[config.mk]
export PLATFORM = sky130hd
export DESIGN_NAME = multi_edge_debouncer
export DESIGN_NICKNAME = d
export VERILOG_FILES = /design/src/rtl/multi_edge_debouncer.sv
export SDC_FILE = /design/constraint.sdc
export NUM_CORES = 1
export LEC_CHECK = 0
export ABC_AREA = 1
export CORE_ASPECT_RATIO = 1.75
export CORE_MARGIN = 10
export CORE_UTILIZATION = 45
export DETAILED_ROUTE_END_ITERATION = 7
export SETUP_SLACK_MARGIN = 0.3
export SYNTH_ARGS = -nofsm -noshare
export SYNTH_HDL_FRONTEND = slang
export SYNTH_SLANG_ARGS = --single-unit
[constraint.sdc]
create_clock -name clk -period 14.4 [get_ports clk]
set_clock_uncertainty 0.2 [all_clocks]
set_input_delay 3.6 -clock clk [delete_from_list [all_inputs] [get_ports clk]]
set_output_delay 3.6 -clock clk [all_outputs]
set_load 0.1 [all_outputs]
[src/rtl/multi_edge_debouncer.sv]
// N-channel button/switch conditioner: per-channel synchroniser, counter debouncer,
// registered edge pulses and an optional hold-to-repeat pulse train.
module multi_edge_debouncer #(
  parameter int CHANNELS        = 4,
  parameter int SYNC_STAGES     = 2,
  parameter int DEBOUNCE_CYCLES = 1000000,
  parameter int REPEAT_START    = 50000000,
  parameter int REPEAT_PERIOD   = 10000000
) (
  input  logic                clk,
  input  logic                rst,
  input  logic [CHANNELS-1:0] level_in,
  input  logic [CHANNELS-1:0] repeat_en,
  output logic [CHANNELS-1:0] level_out,
  output logic [CHANNELS-1:0] p_edge,
  output logic [CHANNELS-1:0] n_edge,
  output logic [CHANNELS-1:0] rpt_pulse,
  output logic                any_edge
);

  localparam int DCNT_W = (DEBOUNCE_CYCLES > 1) ? $clog2(DEBOUNCE_CYCLES) : 1;
  localparam int RMAX   = (REPEAT_START > REPEAT_PERIOD) ? REPEAT_START : REPEAT_PERIOD;
  localparam int RCNT_W = (RMAX > 1) ? $clog2(RMAX) : 1;

  localparam logic [DCNT_W-1:0] DC_LAST = DCNT_W'(DEBOUNCE_CYCLES - 1);
  localparam logic [RCNT_W-1:0] RS_LAST = RCNT_W'(REPEAT_START - 1);
  localparam logic [RCNT_W-1:0] RP_LAST = RCNT_W'(REPEAT_PERIOD - 1);

  localparam logic [1:0] ST_IDLE = 2'd0;
  localparam logic [1:0] ST_WAIT = 2'd1;
  localparam logic [1:0] ST_RPT  = 2'd2;

  for (genvar c = 0; c < CHANNELS; c++) begin : g_ch
    logic [SYNC_STAGES-1:0] r_sync;
    logic [DCNT_W-1:0]      r_dcnt;
    logic                   r_level;
    logic                   r_pedge;
    logic                   r_nedge;
    logic [1:0]             r_state;
    logic [RCNT_W-1:0]      r_rcnt;
    logic                   r_rpt;
    logic                   w_sync;
    logic                   w_accept;
    logic                   w_active;

    assign w_sync   = r_sync[SYNC_STAGES-1];
    assign w_accept = (w_sync != r_level) && (r_dcnt == DC_LAST);
    assign w_active = r_level & repeat_en[c];

    // Stage: synchroniser chain
    always_ff @(posedge clk or posedge rst) begin
      if (rst) r_sync <= '0;
      else     r_sync <= {r_sync[SYNC_STAGES-2:0], level_in[c]};
    end

    // Stage: debounce counter and edge pulses, which share the acceptance edge
    always_ff @(posedge clk or posedge rst) begin
      if (rst) begin
        r_dcnt  <= '0;
        r_level <= 1'b0;
        r_pedge <= 1'b0;
        r_nedge <= 1'b0;
      end else begin
        r_pedge <= w_accept & w_sync;
        r_nedge <= w_accept & ~w_sync;
        if (w_sync == r_level) begin
          r_dcnt <= '0;
        end else if (w_accept) begin
          r_level <= w_sync;
          r_dcnt  <= '0;
        end else begin
          r_dcnt <= r_dcnt + 1'b1;
        end
      end
    end

    // Stage: auto-repeat; IDLE counts as the first held cycle, hence rcnt starts at 1
    always_ff @(posedge clk or posedge rst) begin
      if (rst) begin
        r_state <= ST_IDLE;
        r_rcnt  <= '0;
        r_rpt   <= 1'b0;
      end else begin
        r_rpt <= 1'b0;
        if (!w_active) begin
          r_state <= ST_IDLE;
          r_rcnt  <= '0;
        end else begin
          case (r_state)
            ST_IDLE: begin
              if (REPEAT_START == 1) begin
                r_rpt   <= 1'b1;
                r_rcnt  <= '0;
                r_state <= ST_RPT;
              end else begin
                r_rcnt  <= RCNT_W'(1);
                r_state <= ST_WAIT;
              end
            end
            ST_WAIT: begin
              if (r_rcnt == RS_LAST) begin
                r_rpt   <= 1'b1;
                r_rcnt  <= '0;
                r_state <= ST_RPT;
              end else begin
                r_rcnt <= r_rcnt + 1'b1;
              end
            end
            ST_RPT: begin
              if (r_rcnt == RP_LAST) begin
                r_rpt  <= 1'b1;
                r_rcnt <= '0;
              end else begin
                r_rcnt <= r_rcnt + 1'b1;
              end
            end
            default: begin
              r_state <= ST_IDLE;
              r_rcnt  <= '0;
            end
          endcase
        end
      end
    end

    assign level_out[c] = r_level;
    assign p_edge[c]    = r_pedge;
    assign n_edge[c]    = r_nedge;
    assign rpt_pulse[c] = r_rpt;
  end

  assign any_edge = |(p_edge | n_edge);

endmodule

==> results of run 1 <==
[sequential cells by signal (all words and copies together), names as in the netlist]
name	cells
g_ch.r_sync	8
g_ch.r_dcnt	80
g_ch.r_level	4
g_ch.r_nedge	4
g_ch.r_rcnt	104
g_ch.r_state	8
g_ch.r_pedge	4
g_ch.r_rpt	4
[cell usage in the layout (no fill, tap or decap), drive strengths merged]
cell type / netlist / routed
nand2: 384 / 384
nor4: 7 / 7
a31oi: 4 / 4
nor3: 63 / 63
a31o: 2 / 2
or2: 4 / 4
nor3b: 5 / 5
nand4: 65 / 65
o21ai: 32 / 32
dfrtp: 216 / 216
clkdlybuf4s50: 0 / 26
o22ai: 4 / 4
o21bai: 2 / 2
xnor2: 18 / 18
clkinv: 0 / 10
xor2: 77 / 77
buf: 25 / 2
o32ai: 2 / 2
a211oi: 3 / 3
inv: 232 / 233
nor2: 379 / 379
a21oi: 15 / 15
nand3: 110 / 110
nor2b: 1 / 1
nand3b: 2 / 2
clkbuf: 3 / 27
and3: 2 / 2
ha: 29 / 29
[metrics by stage]
| step | cell area, um^2 | util |
|---|---|---|
| floorplan | 12400 | - |
| global placement | 13000 | 0.475 |
| detailed placement | 13000 | 0.475 |
| CTS | 13700 | 0.500 |
| global route | 13700 | 0.500 |
| finish | 13700 | 0.500 |
[worst reg2reg max path, stage by stage (launching register included)]
cell and delay (ns):
dfrtp_1 0.46, nand2_1 0.13, nor2_1 0.23, nand2_1 0.08, nor2_1 0.11, nand3_1 0.11
nand2_1 0.14, nand2_2 0.12, nand2_1 0.54, nor2_1 0.10
[worst max-delay path by stage]
stage	startpoint	endpoint	slack, ns	depth (start not counted)
2_1_floorplan	rst	g_ch[0].r_dcnt[0]$_DFF_PP0_	4.69	1
3_3_place_gp	rst	g_ch[1].r_dcnt[10]$_DFF_PP0_	8.70	3
3_5_place_dp	rst	g_ch[1].r_dcnt[13]$_DFF_PP0_	8.67	3
4_1_cts	g_ch[0].r_nedge$_DFF_PP0_	any_edge	8.29	3
5_1_grt	g_ch[2].r_nedge$_DFF_PP0_	any_edge	8.22	3
6_report	g_ch[2].r_nedge$_DFF_PP0_	any_edge	8.34	3
[routing by layer]
layer	vias up	track usage	share of wire
met5	-	0	0
met4	0	0.0775	0.037
met3	70	0.0200	0.028
met2	162	0.308	0.53
met1	4822	0.172	0.41
li1	5333	-	-
[logic make-up (layout without fill, tap and decap cells)]
group,count (synthesis),after routing,share of synthesized area
and+or+nand+nor,1022,1022,0.353
buffers and inverters,260,298,0.0877
DFF,216,216,0.434
xor gates and xnor gates,95,95,0.0669
AOI/OAI and AO/OA,64,64,0.0288
adders and majority gates,29,29,0.0292
[final cells by class]
class / instances / area (um^2) / area share
Inverter: 232 / 878 / 0.0643
Clock buffer: 27 / 631 / 0.0462
Tap cell: 369 / 462 / 0.0338
Timing Repair Buffer: 28 / 275 / 0.0201
Multi-Input combinational cell: 1210 / 5950 / 0.435
Clock inverter: 11 / 65.1 / 0.00476
Sequential cell: 216 / 5410 / 0.396
[where the power goes]
part           switching, mW  total (mW)  internal [mW]
Combinational         0.0199      0.0262        0.00629
Clock                  0.244       0.556          0.312
Sequential           0.00298       0.614          0.611
Total                  0.267        1.20          0.929
==> qor.yml, run 1 <==
grt_pass1_vias: 10362
fp.dieH_um: 240
rows: 80
fin_crit_ns: 6.06
ff2ff_path_depth: 9
worstHoldStart: "g_ch[2].r_sync[0]$_DFF_PP0_"
hold_ws_ns: 0.149
drc_errors: 0
clock-sinks: 216
cts_made_buffers: 22
r2r-start: "g_ch[2].r_rcnt[21]$_DFF_PP0_"
htree_levels: 1
power.leakage_nw: 5.95
max_stage_delay_ns: 0.98
area_delta_synth_final_pct: 9.80
antenna_found_initial: 0
path_buf_inv: 1
synth_ff_type: "dfrtp_1"
cpLargestDelayFamily: "buffers and inverters"
cts-root-buf: "clkbuf_16"
hp-class: "reg2reg"
grt_max_degree: 86
via_per_inst: 4.96
cts_tree: "yes"
antennaDiodeCount: 0
ys_top_cells_by_count: "nand2_1 (369), nor2_1 (365), inv_1 (229)"
max_freq_mhz: 165
place_congestion: 0.927
required_ns: 10.60
insertion_delay_ns: 0.52
yosys.area.top_type: "dfrtp_1"
ys_types: 38
drtAntennaViolNets: 0
worst_slew_pin_slew_ns: 0.993
grt_pass1_wl_um: 48100
finalCritPeriodShare: 0.421
fin_total_pwr_mw: 1.20
synth_area_leaders: "dfrtp_1 (43%), nand2_1 (11%), nor2_1 (11%), inv_1 (6.9%), xor2_1 (5.4%)"
peakVddDrop_mv: 0.102
worst_r2r_endpoint: "g_ch[2].r_rcnt[24]$_DFF_PP0_"
netlist_area_um2: 12400
synth.top_cell.area_share: 0.434
clk_pin_slew_ns: 0.06
drv_cap: 0
wl_um: 28300
yosysMostFrequentCell: "nand2_1"
holdPathEnd: "g_ch[2].r_sync[1]$_DFF_PP0_"
placed_cells: 2055
synth_fp_nets: 1725
ctsResizeCount: 0
ys_ff_latch: 216
postCtsHoldBufs: 0
synth_area_per_cell_um2: 7.38
syn-instance-count: 1686
path_cells: "nor4_1 -> nand2_1 -> clkdlybuf4s50_1"
async_flop_share: 1.00
drtPass1Iterations: 6
hpwl_um: 21200
initial_core_util: 0.455
synth_edf_count: 0
yosys_warnings: 0
cp-start-kind: "flop"
drv_slew: 0
setup_ws_ns: 8.34
port-buffer-count: 26
powerDensity_nw_per_um2: 87.5
postCtsSetupRepairBufs: 0
layout.nets: 1749
n_fill_cell: 2697
slowest_stage: "clkdlybuf4s50_1"
hold_violations: 0
cp_max_fo: 2
grt_use_total: 0.162
rrSetupSlack_ns: 12.04
rsz0062_at_grt: "no"
drtIter0Drc: 600
status: "finished clean"
grt_overflow: 0
critPathKind: "reg2out"
drive_gt1_frac: 0.0470
setup_viol: 0
hold_depth: 0
core_um2: 27300
cts_max_path_buffers: 3
routedWlPerCell_um: 13.5
die_x_um: 146
endpoint_kind: "output pin"
dp_slack_ns: 8.67
slew_headroom: 0.333
die-area_um2: 35000
setup_tns_ns: 0
ios: 27
ys_seq_area_frac: 0.434
vias: 10387
final_cell_count_no_fill: 2093
arrival_ns: 2.26
Power figures use the tool's default switching activity.
==> run 2, diff against run 1 <==
clock period = 5.4 ns   (was 14.4 ns; I/O delays follow)
==> run 2 against run 1 <==
Setup slack lost 6.8 ns. Critical path type unchanged. Clock power grew to 3.0 times the previous value. Critical path depth is the same. Largest power group is now clock.
==> qor.yml, run 2 (synthesis results as in run 1) <==
status: "finished clean"  # unchanged
drive_gt1_frac: 0.0474  # was 0.0470
clock-sinks: 216  # unchanged
port-buffer-count: 26  # unchanged
antenna_found_initial: 0  # unchanged
antennaDiodeCount: 0  # unchanged
required_ns: 3.85  # was 10.60 ns
ios: 27  # unchanged
hold_depth: 0  # unchanged
ctsResizeCount: 0  # unchanged
htree_levels: 1  # unchanged
die_x_um: 146  # unchanged
via_per_inst: 5.00  # was 4.96
core_um2: 27300  # unchanged
area_delta_synth_final_pct: 11.1  # was 9.80%
drc_errors: 0  # unchanged
die-area_um2: 35000  # unchanged
insertion_delay_ns: 0.53  # was 0.52 ns
r2r-start: "g_ch[1].r_level$_DFFE_PP0P_"  # was g_ch[2].r_rcnt[21]$_DFF_PP0_
cts_made_buffers: 24  # was 22
ff2ff_path_depth: 5  # was 9
final_common_cell: "nand2_1"  # unchanged
grt_overflow: 0  # unchanged
rows: 80  # unchanged
grt_use_total: 0.168  # was 0.162
postLayoutCoreUtil: 0.506  # was 0.500
critPathKind: "reg2out"  # unchanged
max_freq_mhz: 261
drv_cap: 0  # unchanged
initial_core_util: 0.455  # unchanged
peakVddDrop_mv: 0.283  # was 0.102 mV
holdPathEnd: "g_ch[2].r_sync[1]$_DFF_PP0_"  # unchanged
slew_headroom: 0.316  # was 0.333
dp_slack_ns: 2.00  # was 8.67 ns
postLayoutCellArea_um2: 13800  # was 13700 um^2
finalCritPeriodShare: 0.708
vias: 10490  # was 10.4k
drv_slew: 0  # unchanged
worst_r2r_endpoint: "g_ch[1].r_dcnt[9]$_DFF_PP0_"  # was g_ch[2].r_rcnt[24]$_DFF_PP0_
endpoint_kind: "output pin"  # unchanged
place_congestion: 0.928  # was 0.927
grt_pass1_wl_um: 49800  # was 48100 um
cp-start-kind: "flop"  # unchanged
worst_slew_pin_slew_ns: 1.02  # was 0.993 ns
wl_um: 29000  # was 28300 um
rrSetupSlack_ns: 3.08  # was 12.04 ns
grt_pass1_vias: 10869  # was 10.4k
hold_ws_ns: 0.155  # was 0.149 ns
grt_max_degree: 72  # was 86
arrival_ns: 2.27  # was 2.26 ns
cts-root-buf: "clkbuf_16"  # unchanged
setup_ws_ns: 1.58  # was 8.34 ns
reg.largest.list: "g_ch.r_rcnt x104, g_ch.r_dcnt x80"  # unchanged
powerDensity_nw_per_um2: 246  # was 87.5 nW/um^2
fin_crit_ns: 3.82
drtPass1Iterations: 5  # was 6
postCtsHoldBufs: 0  # unchanged
worstHoldStart: "g_ch[2].r_sync[0]$_DFF_PP0_"  # unchanged
hp-class: "reg2reg"  # unchanged
largest_register: "g_ch.r_rcnt"  # unchanged
rsz0062_at_grt: "no"  # unchanged
postCtsSetupRepairBufs: 0  # unchanged
routedWlPerCell_um: 13.8  # was 13.5 um
drtAntennaViolNets: 0  # unchanged
setup_tns_ns: 0  # unchanged
cts_max_path_buffers: 3  # unchanged
cts_tree: "yes"  # unchanged
fp.dieH_um: 240  # unchanged
largest_reg_flops: 104  # unchanged
drtIter0Drc: 523  # was 600
layout_common_cells: "nand2_1 (369), nor2_1 (365), inv_1 (228)"  # unchanged
setup_viol: 0  # unchanged
clk_pin_slew_ns: 0.06  # about the same
power.leakage_nw: 6.00  # was 5.95 nW
hpwl_um: 21700  # was 21200 um
hold_violations: 0  # unchanged
cp_max_fo: 2  # unchanged
layout.nets: 1752  # was 1749
place_area_um2: 13000  # about the same
[run 2: cell types whose count changed in the layout (fill, tap and decap cells not counted), sizes merged]
cell	change
bufinv	+2
inv	-2
clkbuf	+9
clkinv	-5
buf	+1
clkinvlp	+2
[run 2: how the worst max path moves through the flow]
stage	from	endpoint	cells past startpoint
floorplan	rst	g_ch[0].r_dcnt[0]$_DFF_PP0_	1
global placement	g_ch[0].r_nedge$_DFF_PP0_	any_edge	3
detailed placement	repeat_en[2]	g_ch[2].r_rcnt[11]$_DFF_PP0_	5
CTS	g_ch[0].r_nedge$_DFF_PP0_	any_edge	3
global route	g_ch[2].r_nedge$_DFF_PP0_	any_edge	3
finish	g_ch[0].r_nedge$_DFF_PP0_	any_edge	3
[run 2: worst max-delay path, stage by stage (launching register included)]
cell             delay (ns)
dfrtp_1                0.38
nor4_1                 0.32
nand2_1                0.09
clkdlybuf4s50_1        0.98
[run 2: metrics by stage]
stage	power, mW	instances
6_report	3.40	2100
5_1_grt	3.53	2100
4_1_cts	3.46	2100
3_5_place_dp	1.74	2056
3_3_place_gp	1.74	2056
2_1_floorplan	1.71	1686
[run 2: per-layer routing]
| metal | share of wire | GRT usage | wire, um | up-vias |
|---|---|---|---|---|
| met2 | 0.55 | 0.334 | 16000 | 144 |
| met3 | 0.030 | 0.0232 | 863 | 68 |
| met5 | 0 | 0 | 0 | - |
| met4 | 0.037 | 0.0772 | 1060 | 0 |
| met1 | 0.38 | 0.166 | 11000 | 4931 |
| li1 | - | - | - | 5347 |
[run 2: layout make-up]
cell class | count | area [um^2]
tap | 369 | 462
clock buffer | 36 | 717
multi-input combinational | 1210 | 5950
timing repair buffer | 29 | 320
inverter | 232 | 875
sequential | 216 | 5410
clock inverter | 8 | 96.3
fill | 2717 | 13500
[run 2: report_power, final]
| group | switching (mW) | internal (mW) | total (mW) |
|---|---|---|---|
| sequential | 0.00822 | 1.63 | 1.64 |
| clock | 0.674 | 1.01 | 1.69 |
| combinational | 0.0539 | 0.0203 | 0.0741 |
==> run 3, diff against run 2 <==
clock period = 3.1 ns   (was 5.4 ns; I/O delays follow)
==> run 3 against run 2 <==
Die area unchanged. Count of clock-buffer cells in the layout down 11. Non-clock buffer count increased by 4.
==> qor.yml, run 3 (synthesis results as in run 1) <==
ios: 27  # unchanged
rsz0062_at_grt: "no"  # unchanged
antenna_found_initial: 0  # unchanged
postCtsHoldBufs: 0  # unchanged
final_common_cell: "nand2_1"  # unchanged
setup_tns_ns: 0  # unchanged
peakVddDrop_mv: 0.449  # was 0.283 mV
drtAntennaViolNets: 0  # unchanged
largest_register: "g_ch.r_rcnt"  # unchanged
grt_max_degree: 69  # was 72
holdPathEnd: "g_ch[2].r_sync[1]$_DFF_PP0_"  # unchanged
powerDensity_nw_per_um2: 437  # was 246 nW/um^2
hp-class: "reg2reg"  # unchanged
postCtsSetupRepairBufs: 0  # unchanged
antennaDiodeCount: 0  # unchanged
routedWlPerCell_um: 13.7  # was 13.8 um
drc_errors: 0  # unchanged
cts_max_path_buffers: 3  # unchanged
critPathKind: "reg2out"  # unchanged
worstHoldStart: "g_ch[2].r_sync[0]$_DFF_PP0_"  # unchanged
ff2ff_path_depth: 10  # was 5
required_ns: 2.12  # was 3.85 ns
finalCritPeriodShare: 0.808
power.leakage_nw: 6.05  # was 6.00 nW
drtIter0Drc: 323  # was 523
ctsResizeCount: 0  # unchanged
drive_gt1_frac: 0.0601  # was 0.0474
reg.largest.list: "g_ch.r_rcnt x104, g_ch.r_dcnt x80"  # unchanged
htree_levels: 1  # unchanged
cts-root-buf: "clkbuf_16"  # unchanged
cp_max_fo: 2  # unchanged
dp_slack_ns: 0.526  # was 2.00 ns
grt_pass1_vias: 10606  # was 10.9k
insertion_delay_ns: 0.52  # was 0.53 ns
rrSetupSlack_ns: 0.82  # was 3.08 ns
port-buffer-count: 26  # unchanged
multi_input_area_um2: 5950  # unchanged
hold_depth: 0  # unchanged
via_per_inst: 4.96  # was 5.00
grt_use_total: 0.166  # was 0.168
layout.nets: 1754  # was 1752
drv_slew: 0  # unchanged
fin_total_pwr_mw: 6.04  # was 3.40 mW
fin_crit_ns: 2.50
slew_headroom: 0.470  # was 0.316
wl_um: 28800  # was 29000 um
drv_cap: 0  # unchanged
cts_made_buffers: 22  # was 24
initial_core_util: 0.455  # unchanged
regArea_um2: 5410  # unchanged
drtPass1Iterations: 5  # unchanged
hpwl_um: 22000  # was 21700 um
die-area_um2: 35000  # unchanged
area_delta_synth_final_pct: 11.2  # was 11.1%
endpoint_kind: "output pin"  # unchanged
layout_common_cells: "nand2_1 (369), nor2_1 (365), inv_1 (228)"  # unchanged
clock-sinks: 216  # unchanged
fp.dieH_um: 240  # unchanged
place_congestion: 0.903  # was 0.928
r2r-start: "g_ch[2].r_rcnt[0]$_DFF_PP0_"  # was g_ch[1].r_level$_DFFE_PP0P_
worst_slew_pin_slew_ns: 0.789  # was 1.02 ns
cp-start-kind: "flop"  # unchanged
rows: 80  # unchanged
clk_pin_slew_ns: 0.06  # about the same
die_x_um: 146  # unchanged
status: "finished clean"  # unchanged
grt_pass1_wl_um: 49100  # was 49800 um
cts_tree: "yes"  # unchanged
core_um2: 27300  # unchanged
hold_violations: 0  # unchanged
arrival_ns: 1.53  # was 2.27 ns
vias: 10422  # was 10.5k
setup_viol: 0  # unchanged
max_freq_mhz: 399
n_fill_cell: 2709  # was 2717
grt_overflow: 0  # unchanged
largest_reg_flops: 104  # unchanged
setup_ws_ns: 0.596  # was 1.58 ns
worst_r2r_endpoint: "g_ch[2].r_rcnt[18]$_DFF_PP0_"  # was g_ch[1].r_dcnt[9]$_DFF_PP0_
[run 3: cell types whose count changed in the layout (fill, tap and decap cells not counted)]
| cell | before | now |
|---|---|---|
| clkinvlp_4 | 2 | 5 |
| clkbuf_8 | 5 | 1 |
| clkbuf_1 | 6 | 1 |
| clkinv_2 | 4 | 3 |
| inv_6 | 0 | 1 |
| clkdlybuf4s50_1 | 26 | 9 |
| buf_4 | 0 | 21 |
| clkbuf_16 | 25 | 23 |
| bufinv_16 | 2 | 6 |
[run 3: how the worst max path moves through the flow]
| stage | start | depth (start not counted) | slack [ns] | endpoint |
|---|---|---|---|---|
| 6_report | g_ch[0].r_nedge$_DFF_PP0_ | 3 | 0.60 | any_edge |
| 5_1_grt | g_ch[0].r_nedge$_DFF_PP0_ | 3 | 0.51 | any_edge |
| 4_1_cts | g_ch[0].r_nedge$_DFF_PP0_ | 3 | 0.55 | any_edge |
| 3_5_place_dp | repeat_en[2] | 6 | 0.53 | g_ch[2].r_rcnt[18]$_DFF_PP0_ |
| 3_3_place_gp | repeat_en[2] | 6 | 0.57 | g_ch[2].r_rcnt[6]$_DFF_PP0_ |
| 2_1_floorplan | rst | 1 | -0.69 | g_ch[0].r_dcnt[0]$_DFF_PP0_ |
[run 3: power breakdown]
part | switching, mW | internal, mW
Combinational | 0.0939 | 0.0377
Clock | 1.17 | 1.89
Sequential | 0.0136 | 2.84
[run 3: layout make-up]
class,count,share of cell area
inverter,232,0.0632
timing repair buffer,33,0.0223
clock inverter,15,0.0175
tap,369,0.0334
sequential,216,0.391
multi-input combinational,1210,0.430
clock buffer,25,0.0429
[run 3: per-stage QoR]
stage          hold slack, ns  instance area, um^2   util  std cells
2_1_floorplan           0.131                12400      -       1686
3_3_place_gp            0.132                13000  0.476       2060
3_5_place_dp            0.136                13000  0.476       2060
4_1_cts                 0.151                13800  0.506       2100
5_1_grt                 0.153                13800  0.506       2100
6_report                0.152                13800  0.506       2100
[run 3: worst max-delay path, stage by stage, from the launching register on]
cell	delay (ns)
dfrtp_1	0.39
nor4_1	0.30
nand2_1	0.09
buf_4	0.24
[run 3: per-layer routing]
layer,part of all wire,GRT usage
met2,0.55,0.327
met1,0.38,0.165
met5,0,0
met4,0.044,0.0821
met3,0.028,0.0190
